<file path="config.mk">
export PLATFORM = sky130hd
export DESIGN_NAME = mem_access_unit
export DESIGN_NICKNAME = d
export VERILOG_FILES = /design/src/rtl/mem_access_unit.sv
export SDC_FILE = /design/constraint.sdc
export NUM_CORES = 1
export LEC_CHECK = 0
export CORE_AREA = 2 2 151 153
export DETAILED_ROUTE_END_ITERATION = 12
export DIE_AREA = 0 0 153 155
export PLACE_DENSITY = 0.6
export SLEW_MARGIN = 10
export SYNTH_ARGS = -nofsm -noshare
export SYNTH_HDL_FRONTEND = slang
export SYNTH_SLANG_ARGS = --single-unit
</file>
<file path="constraint.sdc">
create_clock -name clk -period 5.37 [get_ports clk]
set_clock_uncertainty 0.2 [all_clocks]
set_input_delay 1.3425 -clock clk [delete_from_list [all_inputs] [get_ports clk]]
set_output_delay 1.3425 -clock clk [all_outputs]
set_load 0.01 [all_outputs]
</file>
<file path="src/rtl/mem_access_unit.sv">
// mem_access_unit
// MEM-stage data-memory access controller. Each aligned load or store becomes
// exactly one request/acknowledge transaction on the data bus. The pipeline
// is stalled until that transaction completes. The unit also handles byte and
// halfword lane steering, sign/zero extension of loads, misaligned-address
// exceptions, and a bus watchdog.
//
// Ports
//   clk, reset        : clock and synchronous active-high reset
//   mem_read[2:0]     : load op (1 lw, 2 lh, 3 lhu, 4 lb, 5 lbu, else none)
//   mem_write[1:0]    : store op (1 sw, 2 sh, 3 sb, 0 none)
//   alu_out[31:0]     : effective byte address
//   store_data[31:0]  : store source register value
//   pipe_hold         : another stall source is freezing the pipeline
//   dbus_req/we/addr/wstrb/wdata : registered bus request fields
//   dbus_rdata, dbus_ack         : bus response
//   mem_stall         : combinational pipeline freeze
//   load_data, load_valid        : extended load result for the MEM instruction
//   addr_exc, exc_code, bad_vaddr: misaligned-access exception (combinational)
//   bus_err           : one-cycle pulse when the watchdog expires
module mem_access_unit #(
  parameter int TIMEOUT = 255
) (
  input  logic        clk,
  input  logic        reset,
  input  logic [2:0]  mem_read,
  input  logic [1:0]  mem_write,
  input  logic [31:0] alu_out,
  input  logic [31:0] store_data,
  input  logic        pipe_hold,
  output logic        dbus_req,
  output logic        dbus_we,
  output logic [31:0] dbus_addr,
  output logic [3:0]  dbus_wstrb,
  output logic [31:0] dbus_wdata,
  input  logic [31:0] dbus_rdata,
  input  logic        dbus_ack,
  output logic        mem_stall,
  output logic [31:0] load_data,
  output logic        load_valid,
  output logic        addr_exc,
  output logic [4:0]  exc_code,
  output logic [31:0] bad_vaddr,
  output logic        bus_err
);

  localparam logic [1:0] S_IDLE = 2'd0;
  localparam logic [1:0] S_BUSY = 2'd1;
  localparam logic [1:0] S_DONE = 2'd2;
  localparam int CW = $clog2(TIMEOUT + 2);

  logic [1:0]    r_state, w_state_next;
  logic          r_req, r_we, r_bus_err;
  logic [31:0]   r_addr, r_wdata, r_load_data;
  logic [3:0]    r_wstrb;
  logic [2:0]    r_ld_op;      // 0 when the active transaction is a store
  logic [1:0]    r_byte_off;   // dbus_addr drops these, extension needs them
  logic [CW-1:0] r_wait_cnt;

  logic          w_is_load, w_is_store, w_misalign, w_go, w_timeout;
  logic [3:0]    w_wstrb;
  logic [31:0]   w_wdata, w_ext;
  logic [7:0]    w_rd_byte [4];
  logic [15:0]   w_rd_half;
  logic [7:0]    w_sel_byte;

  // ---------------- request decode ----------------
  always_comb begin
    w_is_load  = (mem_read >= 3'd1) && (mem_read <= 3'd5);
    // A valid load wins when both fields carry an op.
    w_is_store = !w_is_load && (mem_write != 2'b00);
    w_misalign = 1'b0;
    if (w_is_load) begin
      case (mem_read)
        3'd1:       w_misalign = |alu_out[1:0];
        3'd2, 3'd3: w_misalign = alu_out[0];
        default:    w_misalign = 1'b0;
      endcase
    end else if (w_is_store) begin
      case (mem_write)
        2'b01:   w_misalign = |alu_out[1:0];
        2'b10:   w_misalign = alu_out[0];
        default: w_misalign = 1'b0;
      endcase
    end
  end

  assign w_go      = (w_is_load || w_is_store) && !w_misalign;
  assign addr_exc  = w_misalign;
  assign exc_code  = w_misalign ? (w_is_load ? 5'd4 : 5'd5) : 5'd0;
  assign bad_vaddr = w_misalign ? alu_out : 32'd0;

  // ---------------- store lane steering ----------------
  always_comb begin
    w_wstrb = 4'b0000;
    w_wdata = 32'd0;
    if (w_is_store) begin
      case (mem_write)
        2'b01: begin
          w_wstrb = 4'b1111;
          w_wdata = store_data;
        end
        2'b10: begin
          w_wstrb = alu_out[1] ? 4'b1100 : 4'b0011;
          w_wdata = {2{store_data[15:0]}};
        end
        2'b11: begin
          w_wstrb = 4'b0001 << alu_out[1:0];
          w_wdata = {4{store_data[7:0]}};
        end
        default: begin
          w_wstrb = 4'b0000;
          w_wdata = 32'd0;
        end
      endcase
    end
  end

  // ---------------- load extraction / extension ----------------
  for (genvar gi = 0; gi < 4; gi++) begin : g_rd_lane
    assign w_rd_byte[gi] = dbus_rdata[8*gi +: 8];
  end

  assign w_sel_byte = w_rd_byte[r_byte_off];
  assign w_rd_half  = r_byte_off[1] ? dbus_rdata[31:16] : dbus_rdata[15:0];

  always_comb begin
    case (r_ld_op)
      3'd1:    w_ext = dbus_rdata;
      3'd2:    w_ext = {{16{w_rd_half[15]}}, w_rd_half};
      3'd3:    w_ext = {16'd0, w_rd_half};
      3'd4:    w_ext = {{24{w_sel_byte[7]}}, w_sel_byte};
      3'd5:    w_ext = {24'd0, w_sel_byte};
      default: w_ext = 32'd0;
    endcase
  end

  // The counter starts at 0 on BUSY entry. Leaving on TIMEOUT-1 therefore
  // lands the DONE entry exactly TIMEOUT cycles after BUSY entry.
  assign w_timeout = (TIMEOUT != 0) && (r_wait_cnt == CW'(TIMEOUT - 1));

  // ---------------- FSM: state register ----------------
  always_ff @(posedge clk) begin
    if (reset) r_state <= S_IDLE;
    else       r_state <= w_state_next;
  end

  // ---------------- FSM: next state ----------------
  always_comb begin
    w_state_next = r_state;
    case (r_state)
      S_IDLE:  if (w_go) w_state_next = S_BUSY;
      S_BUSY:  if (dbus_ack || w_timeout) w_state_next = S_DONE;
      S_DONE:  if (!pipe_hold) w_state_next = S_IDLE;
      default: w_state_next = S_IDLE;
    endcase
  end

  // ---------------- FSM: outputs ----------------
  always_comb begin
    mem_stall  = ((r_state == S_IDLE) && w_go) || (r_state == S_BUSY);
    load_valid = (r_state == S_DONE) && (r_ld_op != 3'd0);
  end

  // ---------------- request / response registers ----------------
  always_ff @(posedge clk) begin
    if (reset) begin
      r_req       <= 1'b0;
      r_we        <= 1'b0;
      r_addr      <= 32'd0;
      r_wstrb     <= 4'b0000;
      r_wdata     <= 32'd0;
      r_load_data <= 32'd0;
      r_bus_err   <= 1'b0;
      r_ld_op     <= 3'd0;
      r_byte_off  <= 2'b00;
      r_wait_cnt  <= '0;
    end else begin
      r_bus_err <= 1'b0;
      case (r_state)
        S_IDLE: begin
          if (w_go) begin
            r_req      <= 1'b1;
            r_we       <= w_is_store;
            r_addr     <= {alu_out[31:2], 2'b00};
            r_wstrb    <= w_wstrb;
            r_wdata    <= w_wdata;
            r_ld_op    <= w_is_load ? mem_read : 3'd0;
            r_byte_off <= alu_out[1:0];
            r_wait_cnt <= '0;
          end
        end
        S_BUSY: begin
          if (dbus_ack) begin
            r_req <= 1'b0;
            if (r_ld_op != 3'd0) r_load_data <= w_ext;
          end else if (w_timeout) begin
            r_req       <= 1'b0;
            r_load_data <= 32'd0;
            r_bus_err   <= 1'b1;
          end else begin
            r_wait_cnt <= r_wait_cnt + CW'(1);
          end
        end
        default: ;
      endcase
    end
  end

  assign dbus_req   = r_req;
  assign dbus_we    = r_we;
  assign dbus_addr  = r_addr;
  assign dbus_wstrb = r_wstrb;
  assign dbus_wdata = r_wdata;
  assign load_data  = r_load_data;
  assign bus_err    = r_bus_err;

endmodule

</file>
==> impl_results.md <==
- Status: finished clean
- Vias post-DR: about 5200
- Worst VDD drop: 0.215 mV
- R2r setup slk: 2.79 ns
- Hold wc startpoint: load_data[30]
- CP Capture Type: output port
- Synth top cells by count: 117 x dfxtp_1, 49 x nor2_1, 38 x nor2b_1, 36 x mux2i_1, 32 x o2bb2ai_1
- R2r endpoint: dbus_wdata[7]
- Final worst path period need: between 5 and 6 ns
- CTS H-tree depth: 4
- Leakage power: 3.27 nW
- Post-synthesis register bit count: 117
- Critical Path Start Type: primary input
- Pin count of the biggest net entering global routing: 44
- Vias in the first global route: 5111
- Residual DRC: 0
- Initial antenna violation count: 0
- Remaining global-route overflow: 0
- Setup tns final: 0 ns
- Seq/Total Area, Yosys: 42.8%
- Final period util: 98.7%
- Cells after Synth: ~540
- Most common cell in the netlist: dfxtp_1
- Setup CP Type: in -> out
- Clk buf depth: 2
- Commonest register cell after synthesis: dfxtp_1
- Ys async rst share: 0%
- Die height: 155 um
- First-pass GRT wire length: 28700 um
- Yosys top cell area share: 42.8%
- Clk Latency, worst-skew pair: 0.41 ns
- Max-capacitance violation count: 0
- Worst r2r src: r_state[0]
- Placer Congestion: 0.801
- IO Port Bufs: 242
- Post-synth EDFFs: 0
- Clock buffer count from CTS: 17
- Register clock-pin slew on the reported worst setup and hold paths: around 0.060 ns
- Number of top-level pins: approximately 250
- ANT cells: 0
- Starting density of the core: about 25%
- Pre-Repair DR Iteration Count: 7
- FMAX: 0.189 GHz
- Total power: 2.70 mW
- TritonCTS clock tree: done
- WP data required: around 3.8 ns
- Synth cell types: 55
- Mapped Area: ~0.0055 mm2
- Setup violators final: 0
- Fin nets: 890
- Critical Path AT: 3.76 ns
- Slew @ Worst Pin: 1.16 ns
- Top post-synthesis cells by area: dfxtp_1 43%, mux2i_1 6.6%, o2bb2ai_2 5.5%
- Final hold violations: 0
- GR Util All Layers: about 15%
- DRT iter0 DRCs: roughly 300
- Drt total wl: 18600 um
- Area growth from synthesis to layout: 61.3%
- Post-DRT Antenna Nets: 0
- Core box area: around 0.022 mm2
- Hold crit path type: reg -> reg
- Hold EP: load_data[30]
- Mapped Avg Cell Area: 10.1 um2
- Routed len/inst: 17.3 um
- Final HPWL DP: 13100 um
- Hold Path Stages: 1
- Die Area: 0.0237 mm2
- Clock sinks: about 120
- Vias per cell: 4.79
- Slew HR: between 20% and 30%
- Post-synth top area cell: dfxtp_1
- Power Density: 306 mW/mm2
- Root buf cell: clkbuf_16
- Die Width: 153 um
- R2R cell count: 5
- Slew Limit Fails: 0
- Crit path max fanout: 16
- Yosys warnings: 0
- Hold Buf Count CTS: 0
- Ratio of cells with drive above 1 in the final layout: 12.6%
- Num rows: 55
-- critical path: stages --
cell and delay [ns]:
clkdlybuf4s50_1 0.53, inv_1 0.11, ha_4 0.29, o211ai_2 0.13, a221oi_4 0.42, buf_6 0.16
nor2_4 0.09, nor2b_1 0.13, clkdlybuf4s50_1 0.55
-- routing by layer --
| layer | vias up | share of wire, % | track usage (%) |
|---|---|---|---|
| met5 | - | 0 | 0 |
| met4 | 0 | 2.1 | 5.64 |
| met3 | 30 | 7.1 | 4.68 |
| met2 | 191 | 45 | 23.1 |
| met1 | 2437 | 46 | 20.1 |
| li1 | 2499 | - | - |
-- cell usage in the layout, fill, tap and decap left out, types with 7 or more instances in the layout --
master / count
o2bb2ai_2: 20
o21ai_0: 12
a22o_1: 16
a21oi_1: 30
buf_4: 17
nor2_1: 48
nand2_1: 13
clkdlybuf4s50_1: 234
mux2i_1: 36
nand2b_1: 8
dlymetal6s2s_1: 7
a222oi_1: 15
o2bb2ai_1: 32
o21a_1: 8
dfxtp_1: 117
mux2_2: 9
a22oi_1: 24
clkbuf_16: 17
nor2b_1: 38
-- flip-flops by register name, indices dropped and copies added, names as in the netlist, 2 cells and up --
name        flops
dbus_wdata     32
load_data      32
dbus_addr      30
r_wait_cnt      9
dbus_wstrb      4
r_ld_op         3
r_byte_off      2
r_state         2
-- logic make-up after synthesis --
kind of cell	count (synthesis)	synth area share, %
DFF	117	42.8
muxes	45	8.44
adders and majority gates	6	1.37
other	1	0.0686
buffers and inverters	55	5.44
and+or+nand+nor	143	14.2
AOI/OAI and AO/OA	177	27.6
-- power breakdown --
part	internal [mW]	switching, mW
combinational	0.268	0.244
clock	0.797	0.450
sequential	0.911	0.0336
total	1.98	0.727
-- how the worst max path moves through the flow --
stage / from / end / slack (ns) / cells after the start
CTS: mem_write[0] / mem_stall / 0.003 / 9
detailed placement: mem_write[0] / exc_code[2] / -0.47 / 8
global placement: mem_write[0] / addr_exc / -0.36 / 8
floorplan: mem_write[1] / exc_code[2] / 0.64 / 9
finish: mem_write[0] / bad_vaddr[15] / 0.07 / 9
global route: mem_write[0] / bad_vaddr[15] / -0.04 / 9
-- cell type report --
class	count	area [um2]
Fill cell	2185	13400
Multi-Input combinational cell	377	2880
Timing Repair Buffer	261	2580
Sequential cell	117	2340
Clock buffer	19	443
Tap cell	285	357
Clock inverter	13	198
Inverter	5	18.8
-- metrics by stage --
step                setup slack (ns)  hold WS, ns  cells  utilization, %  instance area (um2)
floorplan                      0.640        0.290    548               -                 5480
global placement              -0.364        0.245   1043            36.5                 8120
detailed placement            -0.471        0.247   1043            36.5                 8120
CTS                          0.00297        0.267   1075            39.4                 8770
global route                 -0.0364        0.277   1077            39.7                 8820
finish                        0.0703        0.262   1077            39.7                 8820
-- repair_timing --
| item | in CTS | in global routing |
|---|---|---|
| endpoints found under the setup margin | 34 | 35 |
| pin swaps | 1 | 2 |
| gates resized for setup | 2 | 11 |
| setup buffers | 0 | 1 |
| gates cloned | 0 | 1 |
No activity file was read; power rests on OpenSTA's default activity.
